===== src/rtl/riscv_pkg.sv =====
// Shared core types and constants used by the writeback path: the packed writeback
// request and the default depth/starvation settings of the writeback arbiter.
package riscv_pkg;

  localparam int XLEN            = 32;
  localparam int WB_FIFO_DEPTH   = 2;
  localparam int WB_STARVE_LIMIT = 4;

  typedef struct packed {
    logic [4:0]      rd;
    logic [XLEN-1:0] data;
  } wb_req_t;

endpackage


===== src/rtl/wb_fifo.sv =====
// Synchronous FIFO of writeback requests. Pointers carry one extra wrap bit so
// that full and empty can be told apart when the index bits are equal.
module wb_fifo
  import riscv_pkg::*;
#(
  parameter int DEPTH = WB_FIFO_DEPTH
) (
  input  logic    clk,
  input  logic    rst,
  input  logic    push,
  input  wb_req_t push_data,
  input  logic    pop,
  output logic    full,
  output logic    empty,
  output wb_req_t head
);

  localparam int AW = $clog2(DEPTH);

  wb_req_t    mem [DEPTH];
  logic [AW:0] wr_ptr;
  logic [AW:0] rd_ptr;

  always_ff @(posedge clk) begin
    if (rst) begin
      wr_ptr <= '0;
      rd_ptr <= '0;
    end else begin
      if (push) wr_ptr <= wr_ptr + 1'b1;
      if (pop)  rd_ptr <= rd_ptr + 1'b1;
    end
  end

  // Storage is data only, so it is left out of reset.
  always_ff @(posedge clk) begin
    if (push) mem[wr_ptr[AW-1:0]] <= push_data;
  end

  assign empty = (wr_ptr == rd_ptr);
  assign full  = (wr_ptr[AW] != rd_ptr[AW]) && (wr_ptr[AW-1:0] == rd_ptr[AW-1:0]);
  assign head  = mem[rd_ptr[AW-1:0]];

endmodule


===== src/rtl/wb_arbiter.sv =====
// Register-file write-port arbiter: merges in-order pipeline writebacks with buffered
// long-latency results and tracks registers whose long-latency result is outstanding.
module wb_arbiter
  import riscv_pkg::*;
#(
  parameter int FIFO_DEPTH   = WB_FIFO_DEPTH,
  parameter int STARVE_LIMIT = WB_STARVE_LIMIT
) (
  input  logic            clk,
  input  logic            rst,
  input  logic            pipe_wr_en,
  input  logic [4:0]      pipe_rd,
  input  logic [XLEN-1:0] pipe_data,
  output logic            pipe_stall,
  input  logic            lu_valid,
  output logic            lu_ready,
  input  logic [4:0]      lu_rd,
  input  logic [XLEN-1:0] lu_data,
  input  logic            issue_valid,
  input  logic [4:0]      issue_rd,
  input  logic [4:0]      q_rs1,
  input  logic [4:0]      q_rs2,
  input  logic [4:0]      q_rd,
  output logic            q_rs1_busy,
  output logic            q_rs2_busy,
  output logic            q_rd_busy,
  output logic            rf_wr_en,
  output logic [4:0]      rf_rd,
  output logic [XLEN-1:0] rf_wr_data
);

  localparam int CW = $clog2(STARVE_LIMIT + 1);

  logic          fifo_full;
  logic          fifo_empty;
  logic          fifo_push;
  wb_req_t       fifo_head;
  wb_req_t       lu_req;
  logic          pipe_req;
  logic          starve;
  logic          fifo_grant;
  logic          pipe_grant;
  logic [CW-1:0] starve_cnt;
  logic [31:0]   pending;
  logic [31:0]   set_mask;
  logic [31:0]   clr_mask;

  assign lu_req    = '{rd: lu_rd, data: lu_data};
  assign lu_ready  = !rst && !fifo_full;
  assign fifo_push = lu_valid && lu_ready;

  wb_fifo #(.DEPTH(FIFO_DEPTH)) u_fifo (
    .clk       (clk),
    .rst       (rst),
    .push      (fifo_push),
    .push_data (lu_req),
    .pop       (fifo_grant),
    .full      (fifo_full),
    .empty     (fifo_empty),
    .head      (fifo_head)
  );

  // A starved FIFO head preempts the pipeline; otherwise the pipeline has priority.
  assign pipe_req   = pipe_wr_en && (pipe_rd != 5'd0);
  assign starve     = (starve_cnt == CW'(STARVE_LIMIT));
  assign fifo_grant = !rst && !fifo_empty && (starve || !pipe_req);
  assign pipe_grant = !rst && pipe_req && !(starve && !fifo_empty);
  assign pipe_stall = !rst && starve && !fifo_empty;

  always_comb begin
    rf_wr_en   = 1'b0;
    rf_rd      = 5'd0;
    rf_wr_data = '0;
    if (fifo_grant) begin
      rf_wr_en   = (fifo_head.rd != 5'd0);
      rf_rd      = fifo_head.rd;
      rf_wr_data = fifo_head.data;
    end else if (pipe_grant) begin
      rf_wr_en   = 1'b1;
      rf_rd      = pipe_rd;
      rf_wr_data = pipe_data;
    end
  end

  always_ff @(posedge clk) begin
    if (rst || fifo_empty || fifo_grant) begin
      starve_cnt <= '0;
    end else if (pipe_grant && !starve) begin
      starve_cnt <= starve_cnt + 1'b1;
    end
  end

  // Set is OR-ed in after the clear so a same-cycle issue to a retiring rd stays pending.
  assign set_mask = (issue_valid && issue_rd != 5'd0) ? (32'd1 << issue_rd) : 32'd0;
  assign clr_mask = fifo_grant ? (32'd1 << fifo_head.rd) : 32'd0;

  always_ff @(posedge clk) begin
    if (rst) begin
      pending <= '0;
    end else begin
      pending <= ((pending & ~clr_mask) | set_mask) & ~32'd1;
    end
  end

  always_ff @(posedge clk) begin
    if (!rst && issue_valid && issue_rd != 5'd0) begin
      assert (!pending[issue_rd] || clr_mask[issue_rd]);
    end
  end

  assign q_rs1_busy = pending[q_rs1];
  assign q_rs2_busy = pending[q_rs2];
  assign q_rd_busy  = pending[q_rd];

endmodule


===== config.mk =====
export PLATFORM = sky130hd
export DESIGN_NAME = wb_arbiter
export DESIGN_NICKNAME = d
export VERILOG_FILES = /design/src/rtl/riscv_pkg.sv /design/src/rtl/wb_fifo.sv /design/src/rtl/wb_arbiter.sv
export SDC_FILE = /design/constraint.sdc
export NUM_CORES = 1
export LEC_CHECK = 0
export CAP_MARGIN = 10
export CORE_MARGIN = 5
export CORE_UTILIZATION = 50
export CTS_CLUSTER_SIZE = 28
export DETAILED_ROUTE_END_ITERATION = 7
export PLACE_DENSITY = 0.91
export SETUP_SLACK_MARGIN = 0.1
export SYNTH_ARGS = -nofsm -noshare
export SYNTH_HDL_FRONTEND = slang
export SYNTH_SLANG_ARGS = --single-unit

===== constraint.sdc =====
create_clock -name clk -period 4.7 [get_ports clk]
set_input_delay 0.705 -clock clk [delete_from_list [all_inputs] [get_ports clk]]
set_output_delay 0.705 -clock clk [all_outputs]
set_load 0.005 [all_outputs]

---- Yosys cells after proc, flatten, opt, wreduce, memory -nomap -nowiden ----
Memories as Yosys holds them, arrays and structs flattened. A register that Yosys moved wholly into a read port is not among the register bits.
Index checks and enable logic that the tools add are counted.
W data, S select, Z words.
cells by class
  multiplexer cells ....................... 18
  magnitude comparators ................... 3
  reduce and logical (&&, ||, !) cells .... 25
  bitwise logic cells ..................... 3
  shift operators ......................... 2
  add/subtract/negate cells ............... 3
  eq/ne operators ......................... 4
operator list
  cell                    number
  $mux W32                4
  $shl A1 B5 Y32 const A  2
  $and A32 B32 Y32        1
  $not A32 Y32            1
  $or A32 B32 Y32         1
  $lt A5 B6 Y1 const B    3
  $bmux W1 S5             3
  $reduce_bool A5 Y1      3
  $logic_and A1 B1 Y1     13
  $mux W5                 2
  $mux W1                 9
  $logic_not A1 Y1        6
  $add A2 B1 Y2 const B   2
  $add A3 B1 Y3 const B   1
  $eq A3 B3 Y1 const B    1
  $logic_or A1 B1 Y1      3
  $eq A2 B2 Y1            1
  $eq A1 B1 Y1            1
  $ne A1 B1 Y1            1
storage, ports and cells
  bits in writable memories ............... 74
  bits of input ports ..................... 99
  output and inout port bits .............. 43
  memories ................................ 1
  register bits after elaboration ......... 39
memories
  name        words  bits a word  read ports  clocked after memory_dff  write ports  line           source
  u_fifo.mem  2      37           1           1                         1            wb_fifo.sv:20  wb_req_t mem [DEPTH];

---- Depth between registers and ports, before layout ----
Gate-level depths: netlist of the first run.
  depth after elaboration ................. 9
  mapped depth ............................ 8
  gate-level depth less buffers ........... 6

---- Cells and area by module ----
Synthesis of the first run repeated with hierarchy kept, for this count alone.
unflattened totals
  cell total of the unflattened synthesis .. 512
  area total of the unflattened synthesis .. 5989.5 µm²
modules (own cells, without submodules)
  module      cells each  times used  sequential area each (µm²)  area each (µm²)
  wb_fifo     137         1           2322.2                      3035.4
  wb_arbiter  375         1           680.7                       2954.1

---- Worst setup path after synthesis of the first run ----
OpenSTA, ideal clock, no wires.
  path kind ............................... input -> register
  start ................................... input rst
  end ..................................... memory u_fifo.mem[1][0] (netlist bit), enable pin
  cell stages on the path ................. 1
  arrival ................................. 3.176 ns
  data required time ...................... 4.232 ns
  slack ................................... 1.056 ns
  path buffers ............................ 0
  path through ............................ a2111oi_2
between the ends
  longest elaborated chain between the ends .. 5
ends and longest elaborated chain
  what                           line              source
  from (decl)                    wb_arbiter.sv:10  input logic rst,
  $logic_not A1 Y1               n/a
  $logic_and A1 B1 Y1            wb_arbiter.sv:49  assign lu_ready = !rst && !fifo_full;
  $logic_and A1 B1 Y1            wb_arbiter.sv:50  assign fifo_push = lu_valid && lu_ready;
  $mux W1                        wb_fifo.sv:36     if (push) mem[wr_ptr[AW-1:0]] <= push_data;
  $mux W1 (implied by the code)  wb_fifo.sv:36
  to (decl)                      wb_fifo.sv:20
Every way passes these cells.

---- Worst setup path after layout of the first run ----
  start ................................... input pipe_rd[1]
  end ..................................... output rf_rd[3]
between the ends
  longest elaborated chain between the ends .. 6
ends and longest elaborated chain
  what                                                       line                                source
  from (decl)                                                wb_arbiter.sv:12                    input logic [4:0] pipe_rd,
  $reduce_bool A5 Y1 (*)                                     wb_arbiter.sv:64                    assign pipe_req = pipe_wr_en && (pipe_rd != 5'd0);
  $logic_and A1 B1 Y1 (*)                                    wb_arbiter.sv:64
  $logic_and A1 B1 Y1 or $logic_not A1 Y1 (tied branches)    wb_arbiter.sv:67, wb_arbiter.sv:66
  $logic_and A1 B1 Y1 or $logic_or A1 B1 Y1 (tied branches)  wb_arbiter.sv:67, wb_arbiter.sv:66
  $mux W5 or $logic_and A1 B1 Y1 (tied branches)             wb_arbiter.sv:78, wb_arbiter.sv:66
  $mux W5 (*)                                                wb_arbiter.sv:74                    if (fifo_grant) begin
  to (decl)                                                  wb_arbiter.sv:28                    output logic [4:0] rf_rd,
Mark *: on every way between the ends. The rest lies on a longest branch, timed or not.

==> reports/results.ini, run 1 <==
[floorplan]
die_y_um = 118
start_util_pct = 51.0
io_pins = 142
die-area_um2 = 14000
core_area_um2 = 11500
dieWidth_um = 118
rows = 39

[placement]
dp_slack_ns = 0.751
dpl.hpwl_um = 12800
placed_cell_area_um2 = 7340
place_inst = 739
port_buffers = 141
gp_congestion = 0.982

[global_route]
grt_pass1_vias = 4941
grt_max_degree = 40
grt_usage_pct = 25.7
overflow = 0
grt_pass1_wl_um = 28000
antenna_found_initial = 0

[layout]
drive_above_1_share_pct = 11.9
final_util_pct = 69.2
area_growth_pct = 35.5
multi_input_area_um2 = 2670
nNetsFinal = 716
final_cells = 771
ff_latch_area_um2 = 3000
n_fill_cell = 752
fin_area_um2 = 7930
diodes = 0

[pwr]
p_comb_share_pct = 15.9
p_leak_nw = 2.55
vdd_ir_drop_max_mv = 0.251
p_int_w = 0.00215
powerDensity_nw_per_um2 = 362
p_clk_share_pct = 44.4
p_seq_share_pct = 39.7
p_sw_w = 0.000716
netSwitchingFraction_pct = 25.0

[clock_tree]
cts_hold_buffers = 0
cts_sinks = 113
root_buffer = clkbuf_16
cts_setup_buffers = 0
numCtsBuffers = 17
path_clk_slew_ns = 0.05
htreeDepth = 4
post_cts_resize_count = 0
clockBufferDepth = 2
clk_latency_ns = 0.41
cts_tree = done

[job]
maxCapViolCount = 0

[synth]
yosysWarnings = 0
synth_top_flop_cell = edfxtp_1
yosysUniqueCellTypes = 53
synth_top_area_cell = edfxtp_1
ys_seq_area_share_pct = 51.3
syn_nets = 583
synth_xor_xnor_area_share_pct = 1.05
yosys.area_share.simple_pct = 14.2
syn-cell-area_um2 = 5850
yosys-top-cells-area = edfxtp_1, dfxtp_1, mux4_2
synth-edff-count = 74
async_flop_share_pct = 0
synth_top_area_share_pct = 38.0
synth_compound_area_share_pct = 14.8
muxShareOfSynthArea_pct = 14.8
synth_top_family_by_area = multiplexers
syn_inst = 482
synth_seq_cells = 113
synth_fa_ha_area_share_pct = 0.428
avgSynthCellArea_um2 = 12.1

[sta]
slew_headroom_pct = 37.2
rsz0062_at_grt = false
final_max_slew_viol_count = 0
clock_skew_ns = 0.0101
fin_ws_ns = 0.762
fin_setup_tns_ns = 0
max_freq_ghz = 0.254
hold_viol_final = 0
fin_crit_sh_pct = 83.8
tightest_slew_ns = 0.941
fin_crit_ns = 3.94
setup_viol = 0

[detailed_routing]
vias = 4944
drtIter0Drc = 562
avgRoutedWirePerCell_um = 23.3
postRouteAntennaNets = 0
drc_errors = 0
drt-vias-per-instance = 6.41
dr.pass1.iters = 5
routed_wl_um = 18000

[worst_setup_path]
max_stage_delay_ns = 0.55
cp_cell_sequence = clkdlybuf4s50_1, or4_4, o211a_1, buf_4, nor2_2, a21o_1, clkdlybuf4s50_1
cp_top_family = buffers and inverters
required_ns = 3.99
cpMostUsedCell = clkdlybuf4s50_1
cp_max_fo = 19
worst_path_max_delay_cell = or4_4
worstSetupPathType = primary input to output pin
cp-start-kind = primary input
cp.arrival_ns = 3.23
critPathBufInv = 3
worstSetupEndpointType = output pin

[min_path]
hold_path.class = register to register

[run_status]
status = completed

cell families after synthesis:
logic type,after synthesis
simple gates,145
compound gates,114
flops,113
mux,60
buf+inv,41
xor+xnor,7
fa+ha+maj,2
path summary, 6_finish.rpt:
| check | cells past startpoint | slack [ns] | end | from |
|---|---|---|---|---|
| min reg2reg | 1 | 0.48 | starve_cnt[0] | starve_cnt[0] |
| min | 1 | 0.48 | starve_cnt[0] | starve_cnt[0] |
| max reg2reg | 3 | 2.28 | u_fifo.mem[0][33] | u_fifo.rd_ptr[0] |
| max | 7 | 0.76 | rf_rd[3] | pipe_rd[1] |
power by group through the flow:
stage	Sequential [W]	Combinational [W]	Clock (W)
after floorplan	0.00113	0.000247	0
after global placement	0.00116	0.000433	0
after detailed placement	0.00116	0.000445	0
after CTS	0.00114	0.000453	0.00128
after global routing	0.00114	0.000484	0.00133
final	0.00114	0.000456	0.00127
Yosys cell counts, drive strengths merged (3+ instances only):
cell	count
nand3b	5
mux4	21
a211oi	18
dfxtp	39
or3b	3
or4	7
xnor2	5
mux2i	35
o41ai	3
nand2	5
nor4bb	3
o2bb2ai	36
edfxtp	74
nand4	7
and4b	3
a21oi	19
inv	8
nor3b	6
o22ai	7
or3	7
buf	17
clkbuf	16
a2111oi	4
a221oi	3
o21ai	4
o211ai	3
nor2	49
nor2b	8
o31ai	11
nand3	5
mux2	4
and3b	4
nand4b	5
or2	4
nor3	19
metrics by stage:
stage	hold WS [ns]	total power (W)
floorplan	0.417	0.00138
global placement	0.427	0.00159
detailed placement	0.457	0.00160
CTS	0.481	0.00287
global route	0.498	0.00296
finish	0.478	0.00287
cell type report:
class | instances | share of cell area (%)
clock inverter | 15 | 2.13
timing repair buffer | 147 | 18.4
inverter | 8 | 0.379
tap | 143 | 2.26
multi-input combinational | 328 | 33.6
clock buffer | 17 | 5.36
sequential | 113 | 37.9
routing by layer:
layer  global-route usage, %  wire length [um]  vias to the layer above
li1                        -                 -                     2204
met1                    31.2              6770                     2375
met2                    42.7              8820                      330
met3                    8.31              1920                       35
met4                    9.75               461                        0
met5                       0                 0                        -
cell usage in the layout (no fill, tap or decap), types with 8 or more instances in the layout:
cell               n
clkbuf_16         17
nor2_1            47
edfxtp_1          74
o2bb2ai_1         36
a21oi_1           19
nor2b_1            8
mux4_2            21
o31ai_1           11
clkdlybuf4s50_1  141
inv_1              8
nor3_1            18
dfxtp_1           38
mux2i_1           35
a211oi_1          18
flip-flops by register name, indices dropped and copies added (netlist names), named ones only:
name	count
u_fifo.mem	74
pending	31
starve_cnt	3
u_fifo.rd_ptr	2
u_fifo.wr_ptr	2
(Power assumes the default switching activity.)
==> run 2, diff against run 1 <==
Clock period 4.7 ns to 3.7 ns, I/O delays scaled along.
==> reports/results.ini, run 2 (synthesized netlist as in run 1, its figures left out) <==
[run_status]
status = completed

[sta]
fin_crit_ns = 3.55
tightest_slew_ns = 0.964
clock_skew_ns = 0.00877
slew_headroom_pct = 35.7
final_max_slew_viol_count = 0
hold-worst-slack_ns = 0.467
max_freq_ghz = 0.282
fin_crit_sh_pct = 96.0
rsz0062_at_grt = false
setup_viol = 0
hold_viol_final = 0
fin_ws_ns = 0.149

[global_route]
grt_pass1_wl_um = 28100
grt_max_degree = 40
grt_use_met1_pct = 31.3
overflow = 0
grt_usage_pct = 25.6
grt_pass1_vias = 5136
gr-usage-met2_pct = 42.3
antenna_found_initial = 0
busiest_layer = met2
use_met3_pct = 8.79

[clock_tree]
htreeDepth = 4
root_buffer = clkbuf_16
path_clk_slew_ns = 0.06
numCtsBuffers = 17
cts_tree = done
clockBufferDepth = 2
clk_latency_ns = 0.42
cts_hold_buffers = 0
cts_sinks = 113

[detailed_routing]
routed_wl_um = 18200
vias = 5061
dr.pass1.iters = 5
drt-vias-per-instance = 6.45
drc_errors = 0
avgRoutedWirePerCell_um = 23.2
drtIter0Drc = 584
postRouteAntennaNets = 0

[layout]
layout_commonest_cell = clkdlybuf4s50_1
nNetsFinal = 730
area_growth_pct = 38.1
largest_reg_flops = 74
final_cell_mix = clkdlybuf4s50_1, edfxtp_1, nor2_1
drive_above_1_share_pct = 14.8
diodes = 0

[floorplan]
dieWidth_um = 118
start_util_pct = 51.0
rows = 39
die-area_um2 = 14000
core_area_um2 = 11500
die_y_um = 118
io_pins = 142

[job]
maxCapViolCount = 0

[pwr]
powerDensity_nw_per_um2 = 446
p_leak_nw = 2.65
vdd_ir_drop_max_mv = 0.362
p_total_w = 0.00360

[placement]
dpl.hpwl_um = 12700
dp_slack_ns = -0.0308
gp_congestion = 0.957
port_buffers = 141

[worst_setup_path]
cp-start-kind = primary input
required_ns = 3.14
cp_max_fo = 9
worstSetupEndpointType = output pin
reg2reg_slack_ns = 1.37
worstSetupPathType = primary input to output pin
cp.arrival_ns = 3.00

[min_path]
hold_path.class = register to register

==> run 2: cell count changes in the layout (fill, tap and decap cells not counted), moves of 2 or more <==
cell	previous run	this run
clkdlybuf4s50_1	141	136
clkinvlp_4	3	5
o2bb2ai_2	0	3
buf_4	6	17
o2bb2ai_1	36	33
bufinv_16	3	1
inv_6	0	3
buf_12	0	3
dlymetal6s2s_1	0	4
clkinv_1	3	1
==> run 2: final cells by class <==
class	count	area [um2]
Clock inverter	15	138
Tap cell	143	179
Inverter	8	30.0
Multi-Input combinational cell	328	2700
Fill cell	724	3390
Clock buffer	17	425
Timing Repair Buffer	161	1610
Sequential cell	113	3000
==> run 2: final timing paths <==
kind,endpoint,depth (start not counted),from
max,rf_rd[3],8,pipe_rd[1]
min,starve_cnt[0],1,starve_cnt[0]
max reg2reg,pending[25],5,register
min reg2reg,starve_cnt[0],1,starve_cnt[0]
==> run 2: critical path, stage by stage <==
cell and delay (ns):
clkdlybuf4s50_1 0.48, or4_4 0.53, o21ai_0 0.40, nor3_4 0.07, buf_12 0.16, buf_4 0.14, a21o_1 0.17, clkdlybuf4s50_1 0.49
==> run 2: where the power goes <==
group,total (W),switching (W),internal [W]
combinational,0.000619,0.000310,0.000308
sequential,0.00144,0.0000413,0.00140
clock,0.00154,0.000617,0.000926
total,0.00360,0.000969,0.00263
==> run 2: what timing repair did <==
item | in CTS | in global routing
buffers inserted | 1 | 5
resized for setup | 5 | 5
pin swaps | 1 | 2
endpoints found under the setup margin | 30 | 38
==> run 2: stage by stage <==
stage	utilization [%]	cell area [um2]	std cells	TNS (ns)
after CTS	69.9	8020	780	0
after global placement	64.7	7420	747	0
after detailed placement	64.7	7420	747	-0.0451
after global routing	70.5	8080	785	0
final	70.5	8080	785	0
after floorplan	-	5850	482	0
==> run 2: metal layers <==
layer	wire, um	vias to the layer above
met2	8870	341
met1	6930	2440
met3	1910	50
li1	-	2230
met4	516	0
met5	0	-
